==> src/rtl/uart_pkg.sv <==
// Shared UART constants and receiver state type.
// UART_RX_PARITY_EN adds the PARITY state to the enum.
package uart_pkg;

    localparam int CLK_FREQ       = 100_000_000;
    localparam int OVERSAMPLE_DEF = 16;
    localparam int DATA_BITS_DEF  = 8;

    typedef enum logic [2:0] {
        ST_IDLE   = 3'd0,
        ST_START  = 3'd1,
        ST_DATA   = 3'd2,
`ifdef UART_RX_PARITY_EN
        ST_PARITY = 3'd3,
`endif
        ST_STOP   = 3'd4
    } state_t;

endpackage

==> src/rtl/uart_rx_sync_2ff.sv <==
// Two-flop synchronizer for a single asynchronous bit.
// Reset value is a parameter so idle-high lines come up idle.
module sync_2ff #(
    parameter logic RST_VAL = 1'b1
) (
    input  logic i_clk,
    input  logic i_rst_n,
    input  logic i_d,
    output logic o_q
);

    logic r_meta;
    logic r_sync;

    // Double-register the input to settle metastability.
    always_ff @(posedge i_clk or negedge i_rst_n) begin
        if (!i_rst_n) begin
            r_meta <= RST_VAL;
            r_sync <= RST_VAL;
        end else begin
            r_meta <= i_d;
            r_sync <= r_meta;
        end
    end

    assign o_q = r_sync;

endmodule

==> src/rtl/uart_rx.sv <==
// Oversampling UART receiver, LSB first, one stop bit.
// Define UART_RX_PARITY_EN for an even-parity bit and parity_err.
module uart_rx
    import uart_pkg::*;
#(
    parameter int DATA_BITS  = DATA_BITS_DEF,
    parameter int OVERSAMPLE = OVERSAMPLE_DEF
) (
    input  logic                 clk,
    input  logic                 rst,
    input  logic                 baud_tick,
    input  logic                 rx,
    output logic [DATA_BITS-1:0] rx_data,
    output logic                 rx_done,
    output logic                 rx_busy,
    output logic                 frame_err
`ifdef UART_RX_PARITY_EN
    ,
    output logic                 parity_err
`endif
);

    localparam int TW = $clog2(OVERSAMPLE);
    localparam int BW = (DATA_BITS > 1) ? $clog2(DATA_BITS) : 1;
    localparam logic [TW-1:0] MID  = TW'(OVERSAMPLE / 2 - 1);
    localparam logic [TW-1:0] FULL = TW'(OVERSAMPLE - 1);
    localparam logic [BW-1:0] LAST = BW'(DATA_BITS - 1);

    state_t               r_state;
    logic [TW-1:0]        r_tick;
    logic [BW-1:0]        r_bit;
    logic [DATA_BITS-1:0] r_shift;
    logic [DATA_BITS-1:0] r_data;
    logic                 r_done;
    logic                 r_ferr;
    logic                 w_rx_s;
    logic                 w_mid;
    logic                 w_full;
`ifdef UART_RX_PARITY_EN
    logic                 r_par_bad;
    logic                 r_perr;
`endif

    sync_2ff #(
        .RST_VAL(1'b1)
    ) u_sync (
        .i_clk  (clk),
        .i_rst_n(rst),
        .i_d    (rx),
        .o_q    (w_rx_s)
    );

    assign w_mid  = baud_tick && (r_tick == MID);
    assign w_full = baud_tick && (r_tick == FULL);

    // Frame FSM: counts ticks to mid-bit and samples the line there.
    always_ff @(posedge clk or negedge rst) begin
        if (!rst) begin
            r_state   <= ST_IDLE;
            r_tick    <= '0;
            r_bit     <= '0;
            r_shift   <= '0;
            r_data    <= '0;
            r_done    <= 1'b0;
            r_ferr    <= 1'b0;
`ifdef UART_RX_PARITY_EN
            r_par_bad <= 1'b0;
            r_perr    <= 1'b0;
`endif
        end else begin
            r_done <= 1'b0;
            unique case (r_state)
                ST_IDLE: begin
                    if (!w_rx_s) begin
                        r_state <= ST_START;
                        r_tick  <= '0;
                        r_bit   <= '0;
                    end
                end
                ST_START: begin
                    if (w_mid) begin
                        r_tick  <= '0;
                        r_state <= w_rx_s ? ST_IDLE : ST_DATA;
                    end else if (baud_tick) begin
                        r_tick <= r_tick + 1'b1;
                    end
                end
                ST_DATA: begin
                    if (w_full) begin
                        r_tick  <= '0;
                        r_shift <= {w_rx_s, r_shift[DATA_BITS-1:1]};
                        r_bit   <= r_bit + 1'b1;
                        if (r_bit == LAST) begin
`ifdef UART_RX_PARITY_EN
                            r_state <= ST_PARITY;
`else
                            r_state <= ST_STOP;
`endif
                        end
                    end else if (baud_tick) begin
                        r_tick <= r_tick + 1'b1;
                    end
                end
`ifdef UART_RX_PARITY_EN
                ST_PARITY: begin
                    if (w_full) begin
                        r_tick    <= '0;
                        r_par_bad <= (^r_shift) ^ w_rx_s;
                        r_state   <= ST_STOP;
                    end else if (baud_tick) begin
                        r_tick <= r_tick + 1'b1;
                    end
                end
`endif
                ST_STOP: begin
                    if (w_full) begin
                        r_tick  <= '0;
                        r_data  <= r_shift;
                        r_ferr  <= ~w_rx_s;
                        r_done  <= 1'b1;
`ifdef UART_RX_PARITY_EN
                        r_perr  <= r_par_bad;
`endif
                        r_state <= ST_IDLE;
                    end else if (baud_tick) begin
                        r_tick <= r_tick + 1'b1;
                    end
                end
                default: r_state <= ST_IDLE;
            endcase
        end
    end

    assign rx_data   = r_data;
    assign rx_done   = r_done;
    assign frame_err = r_ferr;
    assign rx_busy   = (r_state != ST_IDLE);
`ifdef UART_RX_PARITY_EN
    assign parity_err = r_perr;
`endif

endmodule

==> config.mk <==
export PLATFORM = sky130hd
export DESIGN_NAME = uart_rx
export DESIGN_NICKNAME = d
export VERILOG_FILES = /design/src/rtl/uart_pkg.sv /design/src/rtl/uart_rx_sync_2ff.sv /design/src/rtl/uart_rx.sv
export SDC_FILE = /design/constraint.sdc
export NUM_CORES = 1
export LEC_CHECK = 0
export BUFFER_PORTS_ARGS = -buffer_cell sky130_fd_sc_hd__buf_2
export CAP_MARGIN = 20
export CORE_MARGIN = 3
export CORE_UTILIZATION = 35
export CTS_BUF_LIST = sky130_fd_sc_hd__clkbuf_4 sky130_fd_sc_hd__clkbuf_8
export CTS_CLUSTER_DIAMETER = 60
export DETAILED_ROUTE_END_ITERATION = 10
export SYNTH_ARGS = -nofsm -noshare
export SYNTH_HDL_FRONTEND = slang
export SYNTH_HIERARCHICAL = 1
export SYNTH_SLANG_ARGS = --single-unit
export TNS_END_PERCENT = 100
==> constraint.sdc <==
create_clock -name clk -period 2.35 [get_ports clk]
set_clock_uncertainty 0.1 [all_clocks]
set_input_delay 0.5875 -clock clk [delete_from_list [all_inputs] [get_ports clk]]
set_output_delay 0.5875 -clock clk [all_outputs]
set_load 0.05 [all_outputs]
==> out/results.md <==
Run status
- run status: complete, no violations

Setup path
- startpoint class of the critical path: flip-flop
- category of cells accounting for the largest share of critical-path delay: flip-flops
- signal arrival time at the worst endpoint: 1.48 ns
- Critical path buffers and inverters: 2
- crit-path cells: nor3_1, inv_1, buf_2
- longest individual stage delay on the worst path: 0.52 ns
- kind of capture point of the worst setup path: primary output
- crit path kind: flip-flop to primary output
- slowest cell on the critical path: sky130_fd_sc_hd__dfrtp_1
- critical path peak fanout: 13
- data required time of the critical path: 1.66 ns

Power and ir drop
- relative contribution of sequential cells to total power: 48.2%
- overall power consumption: 1.339 mW
- worst supply voltage drop on vdd: 0.0003996 V
- Switching Fraction: 31.77%
- clock share of power: 32.1%
- combinational share of power: 19.7%
- power density normalized to cell area: 863.0 mW/mm^2
- Net Switching: 0.4253 mW
- Leakage: 0.7804 nW
- Int Pwr: 0.9136 mW

Route
- average via count per standard cell: 5.029
- total number of vias: 870
- drt first pass iters: 5
- drt wl/cell: 13.93 um
- number of design-rule violations left by the first detailed-router iteration: 40
- DRT antenna net count: 0
- # DRC: 0
- WL final: 2410 um

Clock network
- number of buffers inserted by hold repair at cts: 0
- clock input transition at the sequential cells of the worst setup and hold paths: 0.06 ns
- post-cts resize count: 0
- CTS Root Buffer Type: sky130_fd_sc_hd__clkbuf_8
- clock buffer count from CTS: 5
- clock tree sinks: 30
- CTS H-tree lvls: 2
- CTS max path bufs: 2
- TritonCTS clock tree: done
- post-CTS setup repair buffer count: 0
- worst skew pair latency: 0.28 ns

Cells and area
- Syn-to-layout area delta: 14.92%
- Total Nets Final: 133
- most common library cell in the layout ignoring fill and taps: sky130_fd_sc_hd__dfrtp_1
- non-filler cells in the finished layout: 173
- Post-Route Utilization: 44.07%
- fraction of final layout cells with drive strength greater than 1: 36.22%
- commonest cells after routing, fill and taps aside: sky130_fd_sc_hd__dfrtp_1, sky130_fd_sc_hd__buf_2, sky130_fd_sc_hd__o21ai_0, sky130_fd_sc_hd__mux2_2, sky130_fd_sc_hd__nand2_1
- ANT cells: 0

Yosys
- post-synthesis cell type count: 32
- YS warnings: 6
- post-synthesis register bit count: 30
- average instance area after synthesis: 12.39 sq um
- area share of the largest cell type after synthesis: 51.90%
- total standard cell area after synthesis: 0.001350 sq mm
- cell taking the most area after synthesis: sky130_fd_sc_hd__dfrtp_1
- top_reg_cell synth: sky130_fd_sc_hd__dfrtp_1
- part of the Yosys area used for sequential elements: 55.79%
- Area contributors post-synth: sky130_fd_sc_hd__dfrtp_1, sky130_fd_sc_hd__mux2_2, sky130_fd_sc_hd__mux2_4
- Syn Nets: 116
- Syn Inst Count: 109
- async set or reset register ratio after synthesis: 100.0%
- Post-synth EDFFs: 0

Placed design
- Final GP Congestion: 0.7096
- cell count after placement: 165
- IO buf count: 14
- HPWL reported at the end of detailed placement: 1613 um
- worst-case setup slack after placement: 0.2155 ns

STA
- Final min period: 2.170 ns
- top achievable clock speed: 0.4609 GHz
- setup violators final: 0
- fraction of the cycle the final worst path needs: 92.32%
- unrepaired setup endpoints after global routing: no
- Hold Vio Cnt, Final: 0
- max-slew violations: 0
- final-layout setup total negative slack: 0 ns
- final worst-path setup slack: 0.1804 ns
- Least-Margin Pin Slew: 0.6479 ns
- headroom to the max-slew limit: 56.80%

Die
- die extent in x: 68.11 um
- Die Footprint: 0.004638 sq mm
- floorplan row count: 21
- effective utilization at floorplan: 38.34%
- area inside the core boundary: 0.003521 sq mm
- # IOs: 15
- vertical extent of the die: 68.11 um

GRT
- number of global-route vias before repair: 826
- remaining global-route overflow: 0
- global-route wire length before repair: 3967 um
- gr usage total: 12.21%
- maximum number of pins on one net before global-route repair: 31
- antenna violations before repair: 0

Flow run
- number of max-capacitance violations reported: 0

Worst hold path
- path type of the worst min-delay path: input port to asynchronous set/reset pin

[flip-flops by register name, summed over array words and instances (netlist names)]
signal / flops
rx_done: 1
frame_err: 1
r_state: 3
u_sync/r_meta: 1
u_sync/o_q: 1
r_bit: 3
r_tick: 4
r_shift: 8
rx_data: 8
[routing by layer]
layer	GRT usage (%)	wire length, um	part of all wire [%]	vias up
met1	15.31	1092	45	428
met3	4.433	107	4.4	7
met4	8.189	61	2.5	0
met2	17.45	1148	48	17
met5	0	0	0	-
li1	-	-	-	418
[path summary, 6_finish.rpt]
| check | start | endpoint | slack [ns] | cells after the start |
|---|---|---|---|---|
| min in group clk | u_sync/r_meta | u_sync/o_q | 0.26 | 0 |
| min | rst | rx_data[3] | 0.22 | 1 |
| max reg2reg | r_tick[0] | rx_data[5] | 0.27 | 4 |
| min reg2reg | u_sync/r_meta | u_sync/o_q | 0.26 | 0 |
| max in group asynchronous | rst | r_state[1] | 1.50 | 1 |
| max | r_state[0] | rx_busy | 0.18 | 3 |
[cells in the mapped netlist, drive strengths merged, types with 2 or more instances]
library cell,n
nor2,4
mux2,17
a21oi,6
nand2,9
dfstp,2
dfrtp,28
ha,3
nor3,2
clkbuf,2
inv,3
nand3,2
nand4,2
buf,3
nand2b,2
o21ai,10
[worst register-to-register path, cell delays in order, from the launching register on]
cell	delay, ns
sky130_fd_sc_hd__dfrtp_1	0.38
sky130_fd_sc_hd__ha_1	0.29
sky130_fd_sc_hd__nand4_2	0.18
sky130_fd_sc_hd__or4b_4	0.67
sky130_fd_sc_hd__mux2_4	0.34
[kinds of logic (layout without fill, tap and decap cells)]
group                    after synthesis  in the layout  synth area share (%)
adder cells (fa/ha/maj)                4              4                 3.522
buffers and inverters                  8             26                 2.966
AND/OR/NAND/NOR                       26             26                 10.75
AO/OA/AOI/OAI                         21             21                 8.806
multiplexers                          18             18                 16.87
flip-flops                            30             30                 55.79
XOR/XNOR                               2              2                 1.298
[power groups by stage]
| stage | Clock (mW) | Combinational [mW] | Sequential [mW] |
|---|---|---|---|
| 6_report | 0.430 | 0.264 | 0.645 |
| 5_1_grt | 0.468 | 0.294 | 0.652 |
| 3_3_place_gp | 0 | 0.252 | 0.647 |
| 3_5_place_dp | 0 | 0.265 | 0.651 |
| 4_1_cts | 0.447 | 0.265 | 0.642 |
| 2_1_floorplan | 0 | 0.229 | 0.615 |
[final cells by class]
cell class	count	area [sq um]
repair buffers	15	77.57
fillers	346	1969
well taps	46	57.56
clock buffers	6	82.58
flip-flops and latches	30	753.2
inverters	3	11.26
multi-input cells	71	556.8
clock inverters	2	12.51
[metrics by stage]
| step | area (sq um) | hold slack (ns) |
|---|---|---|
| floorplan | 1350 | 0.1919 |
| global placement | 1456 | 0.2462 |
| detailed placement | 1456 | 0.2510 |
| CTS | 1551 | 0.2489 |
| global route | 1551 | 0.2633 |
| finish | 1551 | 0.2247 |
Power figures use the tool's default switching activity.
